**src/rtl/hamming_enc_stream.sv**
```systemverilog
// Streaming Hamming(IP_BIT+4, IP_BIT) SEC encoder feeding a 2-entry codeword FIFO; word counter for debug.
// Latency: 1 cycle from accept edge to out_valid when the FIFO is empty.
// Backpressure: in_ready = FIFO not full (registered count), independent of same-cycle out_ready.
// Optional build macro HAMMING_ERR_INJ_EN: single-bit error injection into the stored codeword.

// Generic synchronous FIFO with valid/ready on both sides; storage has no reset (data path only).
module fifo #(
    parameter int W     = 8,
    parameter int DEPTH = 2
) (
    input  logic         clk,
    input  logic         rst_n,
    input  logic         push_vld,
    output logic         push_rdy,
    input  logic [W-1:0] push_dat,
    output logic         pop_vld,
    input  logic         pop_rdy,
    output logic [W-1:0] pop_dat
);
    localparam int AW = (DEPTH > 1) ? $clog2(DEPTH) : 1;
    localparam int CW = $clog2(DEPTH + 1);
    localparam logic [AW-1:0] LAST_PTR = AW'(DEPTH - 1);
    localparam logic [CW-1:0] FULL_CNT = CW'(DEPTH);

    logic [W-1:0]  mem [DEPTH];
    logic [AW-1:0] head;
    logic [AW-1:0] tail;
    logic [CW-1:0] count;
    logic          push;
    logic          pop;

    assign push_rdy = (count < FULL_CNT);
    assign pop_vld  = (count != '0);
    assign pop_dat  = mem[head];
    assign push     = push_vld && push_rdy;
    assign pop      = pop_vld && pop_rdy;

    // Pointers wrap explicitly so non-power-of-two depths also work.
    always_ff @(posedge clk or negedge rst_n) begin
        if (!rst_n) begin
            head  <= '0;
            tail  <= '0;
            count <= '0;
        end else begin
            if (push) begin
                tail <= (tail == LAST_PTR) ? '0 : tail + 1'b1;
            end
            if (pop) begin
                head <= (head == LAST_PTR) ? '0 : head + 1'b1;
            end
            case ({push, pop})
                2'b10:   count <= count + 1'b1;
                2'b01:   count <= count - 1'b1;
                default: count <= count;
            endcase
        end
    end

    // Storage write on push; contents are only observed when count says they are valid.
    always_ff @(posedge clk) begin
        if (push) begin
            mem[tail] <= push_dat;
        end
    end
endmodule

module hamming_enc_stream #(
    parameter int IP_BIT = 8,
    parameter int CNT_W  = 16
) (
    input  logic                clk,
    input  logic                rst_n,
    input  logic                in_valid,
    output logic                in_ready,
    input  logic [IP_BIT-1:0]   in_data,
    input  logic                inj_en,
    input  logic [3:0]          inj_pos,
    output logic                out_valid,
    input  logic                out_ready,
    output logic [IP_BIT+3:0]   out_code,
    output logic [CNT_W-1:0]    word_cnt
);
    localparam int NW = IP_BIT + 4;
    localparam logic [NW-1:0] ONE = {{(NW-1){1'b0}}, 1'b1};

    // Index of the data bit that lands on codeword position pos (non-power-of-two positions only).
    function automatic int data_index(input int pos);
        int n;
        n = 0;
        for (int i = 3; i < pos; i++) begin
            if ((i & (i - 1)) != 0) begin
                n++;
            end
        end
        return n;
    endfunction

    // Data positions covered by parity bit p, in out_code bit order (position 1 is the MSB).
    function automatic logic [NW-1:0] parity_mask(input int p);
        logic [NW-1:0] m;
        m = '0;
        for (int i = 1; i <= NW; i++) begin
            if (((i & p) != 0) && ((i & (i - 1)) != 0)) begin
                m = m | (ONE << (NW - i));
            end
        end
        return m;
    endfunction

    localparam logic [NW-1:0] MASK_P1 = parity_mask(1);
    localparam logic [NW-1:0] MASK_P2 = parity_mask(2);
    localparam logic [NW-1:0] MASK_P4 = parity_mask(4);
    localparam logic [NW-1:0] MASK_P8 = parity_mask(8);

    logic [NW-1:0] data_only;
    logic          p1;
    logic          p2;
    logic          p4;
    logic          p8;
    logic [7:0]    parity_bits;
    logic [NW-1:0] code_clean;
    logic [NW-1:0] code_word;
    logic [NW-1:0] fifo_dat;
    logic [NW-1:0] hold_code;
    logic          fifo_vld;
    logic          accept;
    logic          pop;

    // Scatter data bits onto the non-parity positions; d0 is the MSB of in_data.
    for (genvar pos = 1; pos <= NW; pos++) begin : g_pos
        if ((pos & (pos - 1)) != 0) begin : g_data
            assign data_only[NW-pos] = in_data[IP_BIT-1-data_index(pos)];
        end else begin : g_par
            assign data_only[NW-pos] = 1'b0;
        end
    end

    // Even parity over the covered data positions.
    assign p1 = ^(data_only & MASK_P1);
    assign p2 = ^(data_only & MASK_P2);
    assign p4 = ^(data_only & MASK_P4);
    assign p8 = ^(data_only & MASK_P8);

    // Positions 1..8 as an 8-bit slice, then shifted up to the top of the codeword.
    assign parity_bits = {p1, p2, 1'b0, p4, 3'b000, p8};
    assign code_clean  = data_only | (NW'(parity_bits) << (NW - 8));

`ifdef HAMMING_ERR_INJ_EN
    logic [NW-1:0] inj_mask;

    // One-hot flip mask; out-of-range positions (0 or beyond the codeword) inject nothing.
    always_comb begin
        inj_mask = '0;
        if (inj_en && (inj_pos != 4'd0) && ({1'b0, inj_pos} <= 5'(NW))) begin
            inj_mask = ONE << (NW - int'(inj_pos));
        end
    end

    assign code_word = code_clean ^ inj_mask;
`else
    logic unused_inj;

    assign unused_inj = ^{inj_en, inj_pos};
    assign code_word  = code_clean;
`endif

    fifo #(
        .W     (NW),
        .DEPTH (2)
    ) u_fifo (
        .clk      (clk),
        .rst_n    (rst_n),
        .push_vld (in_valid),
        .push_rdy (in_ready),
        .push_dat (code_word),
        .pop_vld  (fifo_vld),
        .pop_rdy  (out_ready),
        .pop_dat  (fifo_dat)
    );

    assign accept    = in_valid && in_ready;
    assign pop       = fifo_vld && out_ready;
    assign out_valid = fifo_vld;
    assign out_code  = fifo_vld ? fifo_dat : hold_code;

    // Keep the last delivered codeword on the output while the FIFO is empty.
    always_ff @(posedge clk or negedge rst_n) begin
        if (!rst_n) begin
            hold_code <= '0;
        end else if (pop) begin
            hold_code <= fifo_dat;
        end
    end

    // Accepted-word counter, wraps naturally at 2^CNT_W.
    always_ff @(posedge clk or negedge rst_n) begin
        if (!rst_n) begin
            word_cnt <= '0;
        end else if (accept) begin
            word_cnt <= word_cnt + 1'b1;
        end
    end
endmodule
```
**config.mk**
```make
export PLATFORM = sky130hd
export DESIGN_NAME = hamming_enc_stream
export DESIGN_NICKNAME = d
export VERILOG_FILES = /design/src/rtl/hamming_enc_stream.sv
export SDC_FILE = /design/constraint.sdc
export NUM_CORES = 1
export LEC_CHECK = 0
export CORE_AREA = 8 8 82 84
export DETAILED_ROUTE_END_ITERATION = 10
export DIE_AREA = 0 0 90 92
export PLACE_DENSITY = 0.74
export SLEW_MARGIN = 20
export SYNTH_ARGS = -nofsm -noshare
export SYNTH_HDL_FRONTEND = slang
export SYNTH_SLANG_ARGS = --single-unit
```
**constraint.sdc**
```tcl
create_clock -name clk -period 2.5 [get_ports clk]
set_input_delay 0.75 -clock clk [delete_from_list [all_inputs] [get_ports clk]]
set_output_delay 0.75 -clock clk [all_outputs]
set_load 0.02 [all_outputs]
```
# Word level (Yosys, flattened, before mapping)

Memories as Yosys holds them, arrays and structs flattened.
Index checks and enable logic that the tools add are counted.

Output and inout bits: 30
Logic and storage cells: 29
Memories kept: 1
Bits in writable memories: 24
Register bits: 32
Input port bits: 17

$add $sub $neg: 5
Reduce and logical (&&, ||, !) cells: 8
Equality and inequality tests: 2
Bitwise logic cells: 1
Order comparisons: 1
Multiplexer cells: 6

Memories:

| memory     | words | width | rd ports | clocked after memory_dff | write ports | line | source |
|---|---|---|---|---|---|---|---|
| u_fifo.mem | 2     | 12    | 1        | 0                        | 1           | 25   | `logic [W-1:0] mem [DEPTH];` |

Operators with widths:

| kind                                                                | count |
|---|---|
| 12-bit XOR reduction                                                | 4 |
| 16-bit by 1-bit adder with 16-bit output (second input constant)    | 1 |
| 12-bit two-way mux                                                  | 1 |
| 10-bit by 12-bit OR with 12-bit output                              | 1 |
| 1-bit two-way mux                                                   | 4 |
| 2-bit case mux with 2 select lines                                  | 1 |
| 2-bit nonzero test                                                  | 2 |
| 1-bit adder (second input constant)                                 | 2 |
| 2-bit by 1-bit adder with 2-bit output (second input constant)      | 1 |
| 2-bit by 1-bit == test with 1-bit output (second input constant)    | 1 |
| 2-bit == test (second input constant)                               | 1 |
| 1-bit logical AND                                                   | 2 |
| 2-bit less-than comparator (second input constant)                  | 1 |
| 2-bit by 1-bit subtractor with 2-bit output (second input constant) | 1 |

# Logic depth before layout (Yosys ltp)

Gate-level depths: netlist of run 1.

Depth after elaboration: 4
Gate-level depth with buffers: 9
Depth with buffers taken out: 7

# Hierarchy

From an unflattened synthesis of run 1, not the netlist that was laid out.

Cells, all modules: 164
Area, all modules: 2462.4 µm²

By module, submodules not included:

| module             | area an instance (µm²) | cells an instance | instances | sequential area each (µm²) |
|---|---|---|---|---|
| hamming_enc_stream | 1403.8                 | 110               | 1         | 700.7 |
| fifo               | 1058.5                 | 54                | 1         | 820.8 |

# Least setup slack after synthesis of run 1

Ideal clock, no wire load.

Path kind: register to output
Start point: register u_fifo.count[1]
End point: output out_code[10]
Data arrival time: 1446 ps
Cell stages (with the launch flop): 5
Slack: 304 ps
Data required time: 1750 ps
Cells stage by stage: dfrtp_1 or2_1 buf_2 buf_1 a21oi_1

Longest elaborated chain between the ends: 2

Ends and longest elaborated chain:

| element                | line | source |
|---|---|---|
| from (decl)            | 28   | `logic [CW-1:0] count;` |
| from (signal assigned) | 52   | `2'b10: count <= count + 1'b1;` |
| from (signal assigned) | 53   | `2'b01: count <= count - 1'b1;` |
| from (signal assigned) | 54   | `default: count <= count;` |
| 2-bit nonzero test     | 33   | `assign pop_vld = (count != '0);` |
| named net out_valid    | 78   | `output logic out_valid,` |
| 12-bit two-way mux     | 184  | `assign out_code = fifo_vld ? fifo_dat : hold_code;` |
| to (decl)              | 80   | `output logic [IP_BIT+3:0] out_code,` |

The timed path passes the listed nets, and every way through them passes these cells.

# Final worst setup path of run 1

Start point: register u_fifo.count[0]
End point: output out_valid

Longest elaborated chain between the ends: 1

Ends and longest elaborated chain:

| element            | line |
|---|---|
| 2-bit nonzero test | 33 |
| to (decl)          | 78 |

Every way passes these cells.

==> results of run 1 <==
-- final cells by class --
class / count / area [um^2] / area share, %
Sequential cell: 56 / 1520 / 50.2
Multi-Input combinational cell: 124 / 818 / 27.0
Tap cell: 72 / 90.1 / 2.97
Timing Repair Buffer: 48 / 462 / 15.2
Clock buffer: 8 / 123 / 4.04
Inverter: 4 / 17.5 / 0.578
-- routing by layer --
metal / vias up / wire [um]
met3: 4 / 147
li1: 743 / -
met5: - / 0
met4: 0 / 77
met1: 714 / 1880
met2: 26 / 2110
-- sequential cells by signal, indices dropped and copies added, names as in the netlist --
signal	flops
word_cnt	16
u_fifo.count	2
u_fifo.head	1
u_fifo.mem	24
hold_code	12
u_fifo.tail	1
-- path summary, 6_finish.rpt --
| path | startpoint | end | slack (ns) | cells after the start |
|---|---|---|---|---|
| min in group asynchronous | rst_n | u_fifo.count[1] | 0.84 | 2 |
| max in group asynchronous | rst_n | hold_code[7] | 1.36 | 2 |
| hold / removal | word_cnt[15] | word_cnt[15] | 0.47 | 1 |
| hold reg to reg | word_cnt[15] | word_cnt[15] | 0.47 | 1 |
| setup reg to reg | u_fifo.count[0] | u_fifo.count[1] | 0.90 | 7 |
| setup / recovery | u_fifo.count[0] | out_valid | 0.07 | 3 |
-- power by group through the flow --
stage	sequential, mW	clock [mW]	combinational (mW)
final	1.38	0.593	1.47
after detailed placement	1.40	0	1.60
after CTS	1.38	0.610	1.50
after global placement	1.38	0	1.57
after floorplan	1.43	0	0.876
after global routing	1.41	0.641	1.61
-- logic make-up after synthesis --
group / count (synthesis)
fa+ha+maj: 2
compound gates: 24
mux: 12
flops: 56
xor+xnor: 32
simple gates: 54
buf+inv: 11
-- per-stage QoR --
step / utilization (%) / setup WS [ns]
after floorplan: - / 0.304
after global placement: 54.1 / 0.105
after detailed placement: 54.1 / 0.0860
after CTS: 56.1 / 0.0367
after global routing: 56.1 / 0.00788
final: 56.1 / 0.0678
-- cells in the mapped netlist --
cell	instances
nand3_1	4
inv_1	3
a21oi_1	12
nor2b_4	1
xnor2_1	25
dfrtp_1	32
or2_1	1
nor2_1	16
buf_2	4
ha_1	2
and3_1	1
and2_1	1
clkbuf_2	1
edfxtp_1	24
nand2_2	1
nand2_1	21
buf_1	2
nor3_4	2
and4_1	2
o21ai_0	12
mux2i_1	12
nand4_1	4
inv_4	1
xor2_1	7
-- worst max-delay path, delay by kind of cell (launching register included) --
kind / cells / cell delay, ns
buf+inv: 2 / 0.71
flops: 1 / 0.42
simple gates: 1 / 0.25
-- what timing repair did --
item | 4_1_cts | 5_1_grt
buffers inserted | 0 | 0
setup endpoints to repair | 12 | 1
gates resized for setup | 12 | 1
==> metrics.md, run 1 <==
| Metric | Value |
|---|---|
| Kind of launch point of the worst setup path | register |
| Proportion of layout cells with a drive suffix above 1 | 7.92% |
| Met1 usage in global routing | 12.4% |
| Leakage power total | 1.25 nW |
| Final weighted congestion of routability-driven global placement | 0.755 |
| Core region area | 5410 um^2 |
| Number of hold violations in the final report | 0 |
| TritonCTS Buffers | 5 |
| Maximum number of pins on one net before global-route repair | 33 |
| Multiplexer share of the synthesized area | 5.03% |
| Areal power density over the cells | 1130 nW/um^2 |
| Clock tree from TritonCTS | yes |
| Logic pwr share | 42.8% |
| Worst Max-Slew Pin Slew | 0.411 ns |
| Average wire length per cell after detail routing | 13.5 um |
| Internal portion of total power | 2.17 mW |
| Post-route total power | 3.44 mW |
| Placed cells | 304 |
| Global-route wire length before repair | 7260 um |
| Total number of placement rows | 27 |
| Area share of the leading cell type in the synthesized netlist | 33.5% |
| GR Overflow Total | 0 |
| Seq/Total Area, Yosys | 63.7% |
| First-iteration detailed-routing DRC count | 46 |
| Mean instance size in the synthesized netlist | 12.5 um^2 |
| Post-Layout Inst Area | 3030 um^2 |
| Final worst clock skew | 0.00230 ns |
| NumNets Final | 258 |
| Maximum VDD drop | 0.000392 V |
| Placed Instance Area | 2920 um^2 |
| Met2 usage | 17.9% |
| Chain of cells forming the critical path | or2_1, buf_12, clkdlybuf4s50_1 |
| Run status | complete, no violations |
| Unrepaired setup endpoints after global routing | no |
| Maximum level of the CTS H-tree | 2 |
| Met3 global-route usage | 3.18% |
| Clk buf depth | 2 |
| Top-Level Pins | 47 |
| Source-to-sink clock delay at the later pin of the worst-skew pair | 0.29 ns |
| Via-to-Cell Ratio | 4.77 |
| Required time at the endpoint of the critical path | 1.75 ns |
| Kind of critical path | register to primary output |
| Dpl hpwl | 3100 um |
| XOR/XNOR Fraction of Synth Area | 11.7% |
| Layer with the highest usage | met2 |
| Most common cell after layout, fill and taps aside | dfrtp_1 |
| Share of the synthesized area in compound gates (AO/OA/AOI/OAI) | 5.03% |
| Largest stage delay on the critical path | 0.54 ns |
| Most frequent cells in the layout | dfrtp_1, clkdlybuf4s50_1, xnor2_1 |
| Class of the worst hold path | register to register |
| Crit path time final | 2.43 ns |
| Share of synthesized cell area in and, or, nand and nor gates | 11.4% |
| Switching power share of the total | 37.0% |
| Dominant combinational cell family by area after synthesis | XOR/XNOR gates |
| Total DRC errors in the routed layout | 0 |
| Critical path's slowest cell | clkdlybuf4s50_1 |
| Capturing element type of the critical path | primary output |
| Peak fanout along the critical path | 26 |
| Total standard cell area after synthesis | 2390 um^2 |
| Area Overhead vs Synth | 26.9% |
| Cell type with the largest total area after synthesis | dfrtp_1 |
| Antenna Diode Count | 0 |
| Net Sw Power | 1.27 mW |
| Cell count after synthesis | 191 |
| CTS root buf | clkbuf_8 |
| Largest cells by area after synthesis | dfrtp_1, edfxtp_1, xnor2_1 |
| Data arrival, critical path | 1.68 ns |
| Detailed-route via count | 1,487 |
| Routed Antenna Nets | 0 |
| Synth Area in Adders | 1.05% |
| Die Outline Area | 8280 um^2 |
| Maximum clock rate | 411 MHz |
| Max-Cap Viols | 0 |
| Count of clock tree sinks | 56 |
| Number of nets produced by synthesis | 210 |
| Max Slew Vio Count | 0 |
| Sequential group share of total power | 40.0% |
| Sum Neg Setup Slack | 0 ns |
| YS warnings | 0 |
| Number of non-filler instances in the completed layout | 312 |
| Flops & latches, synth | 56 |
| Number of antenna violations at the first check in global routing | 0 |
| Clock Power Share | 17.2% |
| DIE WIDTH | 90 um |
| Relative max-transition margin | 72.6% |
| Distinct cell type count of the synthesized netlist | 24 |
| GRT Util Overall | 10.7% |
| FILL cells | 463 |
| Count of port buffers added during placement | 41 |
| Hold buffers post-CTS | 0 |
| WL final | 4220 um |
| Count of final setup violators | 0 |
| 1st-pass router iterations | 4 |
| Via count of the first global-routing pass | 1,566 |
| Clock-pin transition on the worst setup and hold timing paths | 0.09 ns |
| Die height | 92 um |
| Effective utilization at floorplan | 44.2% |
| Final cycle utilization of the critical path | 97.3% |
| Final hold slack | 0.474 ns |
(Power assumes the default switching activity.)
==> run 2, diff against run 1 <==
--- a/config.mk
+++ b/config.mk
@@ -5,10 +5,10 @@
 export SDC_FILE = /design/constraint.sdc
 export NUM_CORES = 1
 export LEC_CHECK = 0
-export CORE_AREA = 8 8 82 84
+export CORE_AREA = 8 8 61 115
 export DETAILED_ROUTE_END_ITERATION = 10
-export DIE_AREA = 0 0 90 92
-export PLACE_DENSITY = 0.74
+export DIE_AREA = 0 0 69 123
+export PLACE_DENSITY = 0.73
 export SLEW_MARGIN = 20
 export SYNTH_ARGS = -nofsm -noshare
 export SYNTH_HDL_FRONTEND = slang
==> run 2 against run 1 <==
- wire length grew 1.6%
- non-clock buffer count shrank 1
- highest routed layer unchanged
- first-iteration DRC count grew to 2.7 times the previous value
- sequential power grew 4%
- global-route usage shrank 0.52 points
- worst hold slack lost 0.0061 ns
- via count grew 0.74%
- sequential share of layout area shrank 0.33 points
==> metrics.md, run 2 (synthesis gave the netlist of run 1 again) <==
| Metric | Value |
|---|---|
| Detailed-routed wire length on met3 | 246 um (was 147 um) |
| Maximum clock rate | 413 MHz (was 411 MHz) |
| Maximum VDD drop | 0.000991 V (was 0.000392 V) |
| Total DRC errors in the routed layout | 0 (unchanged) |
| Count of final setup violators | 0 (unchanged) |
| Die height | 123 um (was 92 um) |
| Antenna Diode Count | 0 (unchanged) |
| Number of hold violations in the final report | 0 (unchanged) |
| NumNets Final | 257 (was 258) |
| Most frequent cells in the layout | dfrtp_1, clkdlybuf4s50_1, xnor2_1 (unchanged) |
| Register name with the most flops | u_fifo.mem (unchanged) |
| Data arrival, critical path | 1.67 ns (was 1.68 ns) |
| Routed Antenna Nets | 0 (unchanged) |
| Clock tree from TritonCTS | yes (unchanged) |
| Max Slew Vio Count | 0 (unchanged) |
| Top-Level Pins | 47 (unchanged) |
| Largest registers | u_fifo.mem: 24 flops, word_cnt: 16 flops, hold_code: 12 flops (unchanged) |
| Count of port buffers added during placement | 41 (unchanged) |
| Areal power density over the cells | 1180 nW/um^2 (was 1130 nW/um^2) |
| Run status | complete, no violations (unchanged) |
| Worst r2r src | u_fifo.count[1] (was u_fifo.count[0]) |
| TritonCTS Buffers | 5 (unchanged) |
| CTS root buf | clkbuf_16 (was clkbuf_8) |
| Class of the worst hold path | register to register (unchanged) |
| Relative max-transition margin | 72.3% (was 72.6%) |
| Routed metal-1 wire length | 1960 um (was 1880 um) |
| Most common cell after layout, fill and taps aside | dfrtp_1 (unchanged) |
| Setup repair bufs after CTS | 0 (unchanged) |
| Source-to-sink clock delay at the later pin of the worst-skew pair | 0.29 ns (about the same) |
| Kind of critical path | register to primary output (unchanged) |
| Crit path time final | 2.42 ns (was 2.43 ns) |
| WHS Endpoint | word_cnt[15] (unchanged) |
| Critical path buffer and inverter count | 1 (was 2) |
| WL final | 4280 um (was 4220 um) |
| GR Overflow Total | 0 (unchanged) |
| Maximum number of pins on one net before global-route repair | 33 (unchanged) |
| Layout Utilization | 54.9% (was 56.1%) |
| Largest stage delay on the critical path | 0.60 ns (was 0.54 ns) |
| Flip-flop count of the largest register after layout | 24 (unchanged) |
| Effective utilization at floorplan | 43.0% (was 44.2%) |
| Peak fanout along the critical path | 13 (was 26) |
| Total number of placement rows | 39 (was 27) |
| Average wire length per cell after detail routing | 14.3 um (was 13.5 um) |
| Via count of the first global-routing pass | 1,478 (was 1,566) |
| Final cycle utilization of the critical path | 96.8% (was 97.3%) |
| Global-route wire length before repair | 7110 um (was 7260 um) |
| Endpoint of the most critical register-to-register path | u_fifo.count[1] (unchanged) |
| Dpl hpwl | 3160 um (was 3100 um) |
| Detailed-route via count | 1,498 (was 1,487) |
| Number of cells on the critical path | 3 (unchanged) |
| Highest metal layer with signal wires | met4 (unchanged) |
| Post-route total power | 3.60 mW (was 3.44 mW) |
| Hold path startpoint | word_cnt[15] (unchanged) |
| Final weighted congestion of routability-driven global placement | 0.759 (was 0.755) |
| Number of antenna violations at the first check in global routing | 0 (unchanged) |
| Depth of the most critical reg-to-reg path | 7 (unchanged) |
| Count of clock tree sinks | 56 (unchanged) |
| Required time at the endpoint of the critical path | 1.75 ns (about the same) |
| Clk buf depth | 2 (unchanged) |
| Chain of cells forming the critical path | mux2i_1, a21oi_1, dlygate4sd2_1 (was or2_1, buf_12, clkdlybuf4s50_1) |
| Capturing element type of the critical path | primary output (unchanged) |
| Worst hold path cell count | 1 (unchanged) |
| Area Overhead vs Synth | 27.8% (was 26.9%) |
| Unrepaired setup endpoints after global routing | no (unchanged) |
| Met2 wire length | 1970 um (was 2110 um) |
| Final worst clock skew | 0.00545 ns (was 0.00230 ns) |
| Via-to-Cell Ratio | 4.99 (was 4.77) |
| Die Outline Area | 8490 um^2 (was 8280 um^2) |
| Max-Cap Viols | 0 (unchanged) |
| Worst Max-Slew Pin Slew | 0.415 ns (was 0.411 ns) |
| GRT Util Overall | 10.2% (was 10.7%) |
| FILL cells | 482 (was 463) |
| DIE WIDTH | 69 um (was 90 um) |
| First-iteration detailed-routing DRC count | 122 (was 46) |
| Leakage power total | 1.27 nW (was 1.25 nW) |
| Maximum level of the CTS H-tree | 2 (unchanged) |
| Core region area | 5560 um^2 (was 5410 um^2) |
| Proportion of layout cells with a drive suffix above 1 | 8.37% (was 7.92%) |
| Setup slack of the most critical reg-to-reg path | 0.86 ns (was 0.90 ns) |
| Clock-pin transition on the worst setup and hold timing paths | 0.07 ns (was 0.09 ns) |
| 1st-pass router iterations | 4 (unchanged) |
| Kind of launch point of the worst setup path | register (unchanged) |
| Delay-heaviest family, CP | flip-flops (was buffers and inverters) |
| Critical path's slowest cell | dfrtp_2 (was clkdlybuf4s50_1) |
-- run 2: per-stage QoR --
stage          cell area [um^2]  setup TNS (ns)  hold slack (ns)  cells  setup WS (ns)
2_1_floorplan              2390               0            0.451    191          0.304
3_3_place_gp               2900          -0.355            0.462    292        -0.0550
3_5_place_dp               2900          -0.364            0.464    292        -0.0492
4_1_cts                    3060               0            0.476    300         0.0249
5_1_grt                    3050               0            0.501    300        0.00342
6_report                   3050               0            0.468    300         0.0811
-- run 2: cell type report --
cell class                      count  area, um^2  area share, %
Timing Repair Buffer               47         452           14.8
Inverter                            4        17.5          0.574
Tap cell                           61        76.3           2.50
Multi-Input combinational cell    124         818           26.8
Clock inverter                      2        38.8           1.27
Sequential cell                    56        1520           49.9
Clock buffer                        6         129           4.22
-- run 2: power by group --
| part | switching (mW) | internal [mW] | leakage [nW] |
|---|---|---|---|
| registers | 0.205 | 1.23 | 0.625 |
| clock network | 0.316 | 0.477 | 0.0815 |
| logic | 0.770 | 0.596 | 0.566 |
| total | 1.29 | 2.31 | 1.27 |
-- run 2: per-layer routing --
| layer | track usage [%] | vias up |
|---|---|---|
| met3 | 3.61 | 8 |
| met2 | 15.8 | 39 |
| li1 | - | 742 |
| met1 | 12.1 | 709 |
| met5 | 0 | - |
| met4 | 5.81 | 0 |
-- run 2: how the worst max path moves through the flow --
stage                    startpoint           end
CTS                 u_fifo.count[1]     out_valid
detailed placement      u_fifo.head   out_code[5]
global route        u_fifo.count[1]  out_code[11]
floorplan           u_fifo.count[1]  out_code[10]
finish                  u_fifo.head   out_code[0]
global placement        u_fifo.head   out_code[1]
-- run 2: timing repair --
action	CTS	global route
pin swaps	0	0
gates resized for setup	13	3
hold buffers	0	0
setup endpoints to repair	12	2
